--- src/rtl/lms_pkg.sv ---
// Shared types and defaults for the LMS sequencing controller.
package lms_pkg;

   typedef enum logic [2:0] {
      StIdle,
      StWrite,
      StFilt,
      StErr,
      StUpd,
      StClr
   } lms_state_e;

   localparam int unsigned LmsTapDefault  = 63;
   localparam int unsigned LmsDatWDefault = 16;

   // Smallest address width able to index 'tap' entries (minimum 1 bit).
   function automatic int unsigned lms_addr_w(int unsigned tap);
      int unsigned w;
      w = 1;
      while ((32'd1 << w) < tap) begin
         w++;
      end
      return w;
   endfunction

endpackage

--- src/rtl/lms_seq_ctrl_if.sv ---
// Handshake and control bundle between the LMS sequencer and its datapath.
interface lms_seq_ctrl_if #(
   parameter int unsigned ADDR_W = 6
);
   logic              inValid;
   logic              inReady;
   logic              adaptEn;
   logic              flush;
   logic [ADDR_W-1:0] tapAddr;
   logic              dlWrEn;
   logic [ADDR_W-1:0] wrPtr;
   logic              macClr;
   logic              macEn;
   logic              errLatch;
   logic              coefWrEn;
   logic              coefClr;
   logic              outValid;
   logic              busy;

   // Sample source / datapath side.
   modport master (
      output inValid, adaptEn, flush,
      input  inReady, tapAddr, dlWrEn, wrPtr, macClr, macEn, errLatch,
             coefWrEn, coefClr, outValid, busy
   );

   // Controller side.
   modport slave (
      input  inValid, adaptEn, flush,
      output inReady, tapAddr, dlWrEn, wrPtr, macClr, macEn, errLatch,
             coefWrEn, coefClr, outValid, busy
   );
endinterface

--- src/rtl/lms_tap_addr_gen.sv ---
// Loadable modulo-TAP up/down counter used for tap addresses and the delay-line head.
module lms_tap_addr_gen #(
   parameter int unsigned TAP    = 63,
   parameter int unsigned ADDR_W = 6
) (
   input  logic              clk,
   input  logic              rst,
   input  logic              load_i,
   input  logic [ADDR_W-1:0] load_val_i,
   input  logic              en_i,
   input  logic              dn_i,
   output logic [ADDR_W-1:0] cnt_o
);

   localparam logic [ADDR_W-1:0] MaxVal = ADDR_W'(TAP - 1);

   logic [ADDR_W-1:0] cnt_q, cnt_d;

   // Load wins over stepping; both directions wrap inside 0..TAP-1.
   always_comb begin
      cnt_d = cnt_q;
      if (load_i) begin
         cnt_d = load_val_i;
      end else if (en_i) begin
         if (dn_i) begin
            cnt_d = (cnt_q == '0) ? MaxVal : cnt_q - 1'b1;
         end else begin
            cnt_d = (cnt_q >= MaxVal) ? '0 : cnt_q + 1'b1;
         end
      end
   end

   // Counter register.
   always_ff @(posedge clk or posedge rst) begin
      if (rst) begin
         cnt_q <= '0;
      end else begin
         cnt_q <= cnt_d;
      end
   end

   assign cnt_o = cnt_q;

endmodule

--- src/rtl/lms_seq_ctrl.sv ---
// Sequencer for an LMS adaptive FIR: delay-line write, filter pass, error
// capture, optional coefficient update and coefficient flush.
module lms_seq_ctrl
   import lms_pkg::*;
#(
   parameter int unsigned DAT_W  = LmsDatWDefault,
   parameter int unsigned TAP    = LmsTapDefault,
   parameter int unsigned ADDR_W = lms_addr_w(LmsTapDefault)
) (
   input logic           clk,
   input logic           rst,
   lms_seq_ctrl_if.slave ctrl_io
);

   if (DAT_W == 0 || TAP < 2 || TAP > 64 || (32'd1 << ADDR_W) < TAP) begin : g_bad_param
      $error("lms_seq_ctrl: illegal DAT_W/TAP/ADDR_W combination");
   end

   localparam logic [ADDR_W-1:0] LastIdx = ADDR_W'(TAP - 1);

   lms_state_e        state_q, state_d;
   logic [ADDR_W-1:0] k_q, k_d;
   logic              pend_q, pend_d;
   logic              adapt_q, adapt_d;

   logic in_ready_q, dl_wr_q, mac_en_q, mac_clr_q, err_q, coef_wr_q, coef_clr_q;

   logic              tap_ld, tap_en, tap_dn;
   logic [ADDR_W-1:0] tap_val, tap_addr;
   logic              wp_ld, wp_en;
   logic [ADDR_W-1:0] wr_ptr;

   // Next state plus the address counter controls for the following cycle.
   always_comb begin
      state_d = state_q;
      k_d     = k_q;
      pend_d  = pend_q | ctrl_io.flush;
      adapt_d = adapt_q;
      tap_ld  = 1'b0;
      tap_val = wr_ptr;
      tap_en  = 1'b0;
      tap_dn  = 1'b1;
      wp_ld   = 1'b0;
      wp_en   = 1'b0;
      unique case (state_q)
         StIdle: begin
            // A pending or fresh flush beats a sample offered in the same cycle.
            if (pend_q || ctrl_io.flush) begin
               state_d = StClr;
               k_d     = '0;
               pend_d  = 1'b0;
               tap_ld  = 1'b1;
               tap_val = '0;
            end else if (ctrl_io.inValid && in_ready_q) begin
               state_d = StWrite;
               adapt_d = ctrl_io.adaptEn;
               tap_ld  = 1'b1;
            end
         end
         StWrite: begin
            state_d = StFilt;
            k_d     = '0;
            tap_ld  = 1'b1;
         end
         StFilt: begin
            if (k_q == LastIdx) begin
               state_d = StErr;
            end else begin
               k_d    = k_q + 1'b1;
               tap_en = 1'b1;
            end
         end
         StErr: begin
            if (adapt_q) begin
               state_d = StUpd;
               k_d     = '0;
               tap_ld  = 1'b1;
            end else begin
               state_d = StIdle;
               wp_en   = 1'b1;
            end
         end
         StUpd: begin
            if (k_q == LastIdx) begin
               state_d = StIdle;
               wp_en   = 1'b1;
            end else begin
               k_d    = k_q + 1'b1;
               tap_en = 1'b1;
            end
         end
         StClr: begin
            if (k_q == LastIdx) begin
               state_d = StIdle;
               wp_ld   = 1'b1;
            end else begin
               k_d    = k_q + 1'b1;
               tap_en = 1'b1;
               tap_dn = 1'b0;
            end
         end
         default: begin
            state_d = StIdle;
         end
      endcase
   end

   // State, bookkeeping and registered control strobes decoded from the next state.
   always_ff @(posedge clk or posedge rst) begin
      if (rst) begin
         state_q    <= StIdle;
         k_q        <= '0;
         pend_q     <= 1'b0;
         adapt_q    <= 1'b0;
         in_ready_q <= 1'b0;
         dl_wr_q    <= 1'b0;
         mac_en_q   <= 1'b0;
         mac_clr_q  <= 1'b0;
         err_q      <= 1'b0;
         coef_wr_q  <= 1'b0;
         coef_clr_q <= 1'b0;
      end else begin
         state_q    <= state_d;
         k_q        <= k_d;
         pend_q     <= pend_d;
         adapt_q    <= adapt_d;
         in_ready_q <= (state_d == StIdle) && !pend_d;
         dl_wr_q    <= (state_d == StWrite);
         mac_en_q   <= (state_d == StFilt);
         mac_clr_q  <= (state_d == StFilt) && (k_d == '0);
         err_q      <= (state_d == StErr);
         coef_wr_q  <= (state_d == StUpd) || (state_d == StClr);
         coef_clr_q <= (state_d == StClr);
      end
   end

   lms_tap_addr_gen #(
      .TAP    (TAP),
      .ADDR_W (ADDR_W)
   ) u_tap_addr (
      .clk        (clk),
      .rst        (rst),
      .load_i     (tap_ld),
      .load_val_i (tap_val),
      .en_i       (tap_en),
      .dn_i       (tap_dn),
      .cnt_o      (tap_addr)
   );

   lms_tap_addr_gen #(
      .TAP    (TAP),
      .ADDR_W (ADDR_W)
   ) u_wr_ptr (
      .clk        (clk),
      .rst        (rst),
      .load_i     (wp_ld),
      .load_val_i ('0),
      .en_i       (wp_en),
      .dn_i       (1'b0),
      .cnt_o      (wr_ptr)
   );

   assign ctrl_io.inReady  = in_ready_q;
   assign ctrl_io.tapAddr  = tap_addr;
   assign ctrl_io.dlWrEn   = dl_wr_q;
   assign ctrl_io.wrPtr    = wr_ptr;
   assign ctrl_io.macClr   = mac_clr_q;
   assign ctrl_io.macEn    = mac_en_q;
   assign ctrl_io.errLatch = err_q;
   assign ctrl_io.coefWrEn = coef_wr_q;
   assign ctrl_io.coefClr  = coef_clr_q;
   assign ctrl_io.outValid = err_q;
   assign ctrl_io.busy     = (state_q != StIdle);

endmodule

--- src/flat_wrapper.sv ---
// flat-port wrapper written by rule: the top's interface ports become plain ports
module lms_seq_ctrl_flat import lms_pkg::*;
#(
   parameter int unsigned DAT_W  = LmsDatWDefault,
   parameter int unsigned TAP    = LmsTapDefault,
   parameter int unsigned ADDR_W = lms_addr_w(LmsTapDefault)
)
  (clk, rst, ctrl_io_inValid, ctrl_io_adaptEn, ctrl_io_flush, ctrl_io_inReady, ctrl_io_tapAddr, ctrl_io_dlWrEn, ctrl_io_wrPtr, ctrl_io_macClr, ctrl_io_macEn, ctrl_io_errLatch, ctrl_io_coefWrEn, ctrl_io_coefClr, ctrl_io_outValid, ctrl_io_busy);
  lms_seq_ctrl_if #(.ADDR_W(ADDR_W)) ctrl_io_i ();
  input logic clk;
  input logic rst;
  input wire logic [$bits(ctrl_io_i.inValid)-1:0] ctrl_io_inValid;
  input wire logic [$bits(ctrl_io_i.adaptEn)-1:0] ctrl_io_adaptEn;
  input wire logic [$bits(ctrl_io_i.flush)-1:0] ctrl_io_flush;
  output wire logic [$bits(ctrl_io_i.inReady)-1:0] ctrl_io_inReady;
  output wire logic [$bits(ctrl_io_i.tapAddr)-1:0] ctrl_io_tapAddr;
  output wire logic [$bits(ctrl_io_i.dlWrEn)-1:0] ctrl_io_dlWrEn;
  output wire logic [$bits(ctrl_io_i.wrPtr)-1:0] ctrl_io_wrPtr;
  output wire logic [$bits(ctrl_io_i.macClr)-1:0] ctrl_io_macClr;
  output wire logic [$bits(ctrl_io_i.macEn)-1:0] ctrl_io_macEn;
  output wire logic [$bits(ctrl_io_i.errLatch)-1:0] ctrl_io_errLatch;
  output wire logic [$bits(ctrl_io_i.coefWrEn)-1:0] ctrl_io_coefWrEn;
  output wire logic [$bits(ctrl_io_i.coefClr)-1:0] ctrl_io_coefClr;
  output wire logic [$bits(ctrl_io_i.outValid)-1:0] ctrl_io_outValid;
  output wire logic [$bits(ctrl_io_i.busy)-1:0] ctrl_io_busy;
  assign ctrl_io_i.inValid = ctrl_io_inValid;
  assign ctrl_io_i.adaptEn = ctrl_io_adaptEn;
  assign ctrl_io_i.flush = ctrl_io_flush;
  assign ctrl_io_inReady = ctrl_io_i.inReady;
  assign ctrl_io_tapAddr = ctrl_io_i.tapAddr;
  assign ctrl_io_dlWrEn = ctrl_io_i.dlWrEn;
  assign ctrl_io_wrPtr = ctrl_io_i.wrPtr;
  assign ctrl_io_macClr = ctrl_io_i.macClr;
  assign ctrl_io_macEn = ctrl_io_i.macEn;
  assign ctrl_io_errLatch = ctrl_io_i.errLatch;
  assign ctrl_io_coefWrEn = ctrl_io_i.coefWrEn;
  assign ctrl_io_coefClr = ctrl_io_i.coefClr;
  assign ctrl_io_outValid = ctrl_io_i.outValid;
  assign ctrl_io_busy = ctrl_io_i.busy;
  lms_seq_ctrl #(.DAT_W(DAT_W), .TAP(TAP), .ADDR_W(ADDR_W)) u_core (.clk(clk), .rst(rst), .ctrl_io(ctrl_io_i));
endmodule
--- config.mk ---
export PLATFORM = sky130hd
export DESIGN_NAME = lms_seq_ctrl_flat
export DESIGN_NICKNAME = d
export VERILOG_FILES = /design/src/rtl/lms_pkg.sv /design/src/rtl/lms_seq_ctrl_if.sv /design/src/rtl/lms_tap_addr_gen.sv /design/src/rtl/lms_seq_ctrl.sv /design/src/flat_wrapper.sv
export SDC_FILE = /design/constraint.sdc
export NUM_CORES = 1
export LEC_CHECK = 0
export CAP_MARGIN = 20
export CORE_ASPECT_RATIO = 1.1
export CORE_MARGIN = 2
export CORE_UTILIZATION = 30
export DETAILED_ROUTE_END_ITERATION = 10
export GPL_ROUTABILITY_DRIVEN = 0
export MAX_ROUTING_LAYER = met4
export PLACE_DENSITY = 0.5
export SLEW_MARGIN = 10
export SYNTH_ARGS = -nofsm -noshare
export SYNTH_HDL_FRONTEND = slang
export SYNTH_SLANG_ARGS = --single-unit
--- constraint.sdc ---
create_clock -name clk -period 3.5 [get_ports clk]
set_input_delay 0.525 -clock clk [delete_from_list [all_inputs] [get_ports clk]]
set_output_delay 0.525 -clock clk [all_outputs]
set_load 0.03 [all_outputs]
==> results_dict.tcl <==
set metrics [dict create \
    rsz0062_at_grt "false" \
    postCtsHoldBufs 0 \
    cp.buffers_inverters 2 \
    cts.sinks 30 \
    synth_nets 226 \
    crit_arrival_ns 1.82 \
    grt_pass1_vias 1538 \
    post_cts_buffers 0 \
    drive_gt1_share_pct 6.667 \
    critPathMaxStageDelay_ns 0.60 \
    ir_worst_vdd_mv 0.1647 \
    hp-class "register to register" \
    clock-root-buffer "clkbuf_8" \
    setup_tns_ns 0 \
    start_util_pct 31.08 \
    vias 1677 \
    rows 30 \
    boundaryPins 26 \
    max-slew-margin-rel_pct 47.40 \
    post-route-cell-area_um2 2313 \
    grt-ovfl-total 0 \
    grt_pass1_wl_um 7755 \
    seq_area_um2 750.7 \
    finalHoldViolCount 0 \
    n_antenna_cell 0 \
    synth.distinct_cells 53 \
    grt_start_max_net_pins 31 \
    synth_seq_area_share_pct 39.24 \
    period_needed_ns 2.344 \
    initialDrtViolationCount 79 \
    fp.dieH_um 87.76 \
    slowest_stage "clkdlybuf4s50_1" \
    wire_per_inst_um 14.21 \
    synth_seq_cells 30 \
    cts_buffers 5 \
    nets 253 \
    netlist_area_um2 1913 \
    firstDrtPassIters 5 \
    power.leakage_uw 0.0009008 \
    die_area_um2 7033 \
    place_hpwl_um 3351 \
    post-route-period-util_pct 66.98 \
    io_buffer_count 25 \
    viasPerCell 5.241 \
    synth_ff_type "dfrtp_1" \
    fill_cells 654 \
    grt_usage_pct 14.51 \
    core_area_um2 6156 \
    area_growth_pct 20.93 \
    drv_cap 0 \
    rrSetupSlack_ns 1.21 \
    cts_buffer_depth 2 \
    syn_inst 213 \
    clkSlewWorstSetupHoldPaths_ns 0.06 \
    cts_tree "done" \
    tightest_slew_ns 0.7874 \
    drcViolationCount 0 \
    skew_ns 0.004344 \
    cp-start-kind "register" \
    ctsResizeCount 0 \
    die_w_um 80.14 \
    layout_commonest_cell "dfrtp_1" \
    synth_edf_count 0 \
    wirelength_um 4546 \
    outcome "complete, no violations" \
    syn_area_per_cell_um2 8.982 \
    place_area_um2 2237 \
    crit_fanout 15 \
    worst_setup_path_end_kind "primary output" \
    multi_input_area_um2 1084 \
    synthArstFlopShare_pct 100.0 \
    crit_required_ns 2.97 \
    critical-path-top-delay-family "buffers and inverters" \
    p_per_area_nw_per_um2 268.9 \
    cts_max_level 2 \
    ys_warn_count 0 \
    layout_common_cells "dfrtp_1 (30), clkdlybuf4s50_1 (25), o21ai_0 (16)" \
    drt.antenna.violating_nets 0 \
    max_freq_ghz 0.4266 \
    path_class "register to primary output" \
    insertion_delay_ns 0.28 \
    slew_violations 0 \
    path_cells "nor3_2 > inv_2 > clkdlybuf4s50_1" \
    antenna_found_initial 0 \
    setup_viol_count_final 0 \
]
==> metal layers <==
| metal | global-route usage [%] | wire length (um) | share of wire, % | vias up |
|---|---|---|---|---|
| met1 | 19.17 | 2163 | 48 | 808 |
| li1 | - | - | - | 842 |
| met4 | 4.622 | 49 | 1.1 | 0 |
| met2 | 22.50 | 2202 | 48 | 22 |
| met3 | 2.784 | 131 | 2.9 | 5 |
| met5 | - | 0 | 0 | - |
==> cell usage after synthesis (all sizes together) (2+ instances only) <==
library cell	count	area share, %
nand2	16	3.3
o221ai	3	1.4
o2bb2ai	4	1.8
buf	5	1.6
a31oi	3	0.98
nor2	15	2.9
o21ai	17	4.4
inv	12	2.4
and3	4	1.3
nand2b	7	2.3
nor2b	5	2.0
nor3	11	3.1
nand3	15	3.9
a2111oi	2	1.9
a21oi	10	2.6
o311ai	2	0.92
o31ai	3	1.2
nand4b	2	0.92
o22ai	5	1.6
xnor2	6	2.7
o211ai	3	1.2
ha	8	5.2
dfrtp	30	39
or2	2	0.65
o21a	3	1.6
mux2i	2	1.0
==> area by class of cell <==
| class | instances | share of cell area [%] |
|---|---|---|
| inverters | 12 | 1.947 |
| repair buffers | 26 | 11.14 |
| multi-input cells | 165 | 46.84 |
| clock buffers | 7 | 3.299 |
| flip-flops and latches | 30 | 32.45 |
| well taps | 80 | 4.327 |
==> worst register-to-register path: cells and delay by family (launching register included) <==
family / cells / cell delay, ns
buffers and inverters: 1 / 0.14
DFF: 1 / 0.43
muxes: 1 / 0.20
AOI/OAI and AO/OA: 3 / 1.12
adders and majority gates: 1 / 0.19
and+or+nand+nor: 1 / 0.14
==> logic make-up after synthesis <==
kind of cell / synth area share (%)
fa+ha+maj: 5.232
buf+inv: 4.120
compound gates: 24.13
simple gates: 22.89
flops: 39.24
xor+xnor: 2.747
mux: 1.635
==> power by group <==
group          total (uW)  internal, uW  switching (uW)
combinational        13.0          4.77            8.27
clock                 262           137             126
sequential            347           347         0.00119
==> flip-flops by register name, summed over array words and instances (netlist names), 3 cells and up <==
register,flops
u_core.state_q,3
u_core.k_q,6
u_core.u_wr_ptr.cnt_o,6
u_core.u_tap_addr.cnt_o,6
==> final timing paths <==
check / start / to / cells past startpoint
max in group asynchronous: rst / u_core.state_q[1]$_DFF_PP0_ / 3
hold reg to reg: u_core.u_wr_ptr.cnt_o[4]$_DFFE_PP0P_ / u_core.u_wr_ptr.cnt_o[4]$_DFFE_PP0P_ / 1
min in group asynchronous: rst / u_core.u_wr_ptr.cnt_o[4]$_DFFE_PP0P_ / 3
hold / removal: u_core.u_wr_ptr.cnt_o[4]$_DFFE_PP0P_ / u_core.u_wr_ptr.cnt_o[4]$_DFFE_PP0P_ / 1
setup / recovery: u_core.state_q[1]$_DFF_PP0_ / ctrl_io_busy / 3
setup reg to reg: u_core.k_q[0]$_DFF_PP0_ / u_core.u_tap_addr.cnt_o[0]$_DFFE_PP0P_ / 7
==> per-stage QoR <==
step / worst slack [ns] / power [uW] / hold WS [ns] / utilization, % / cells
2_1_floorplan: 1.531 / 358.4 / 0.5600 / - / 213
3_3_place_gp: 1.120 / 366.9 / 0.5668 / 36.34 / 313
5_1_grt: 0.9877 / 647.1 / 0.5952 / 37.58 / 320
3_5_place_dp: 1.083 / 367.2 / 0.5618 / 36.34 / 313
6_report: 1.156 / 622.1 / 0.5699 / 37.58 / 320
4_1_cts: 1.140 / 631.4 / 0.5768 / 37.58 / 320
(Power assumes the default switching activity.)
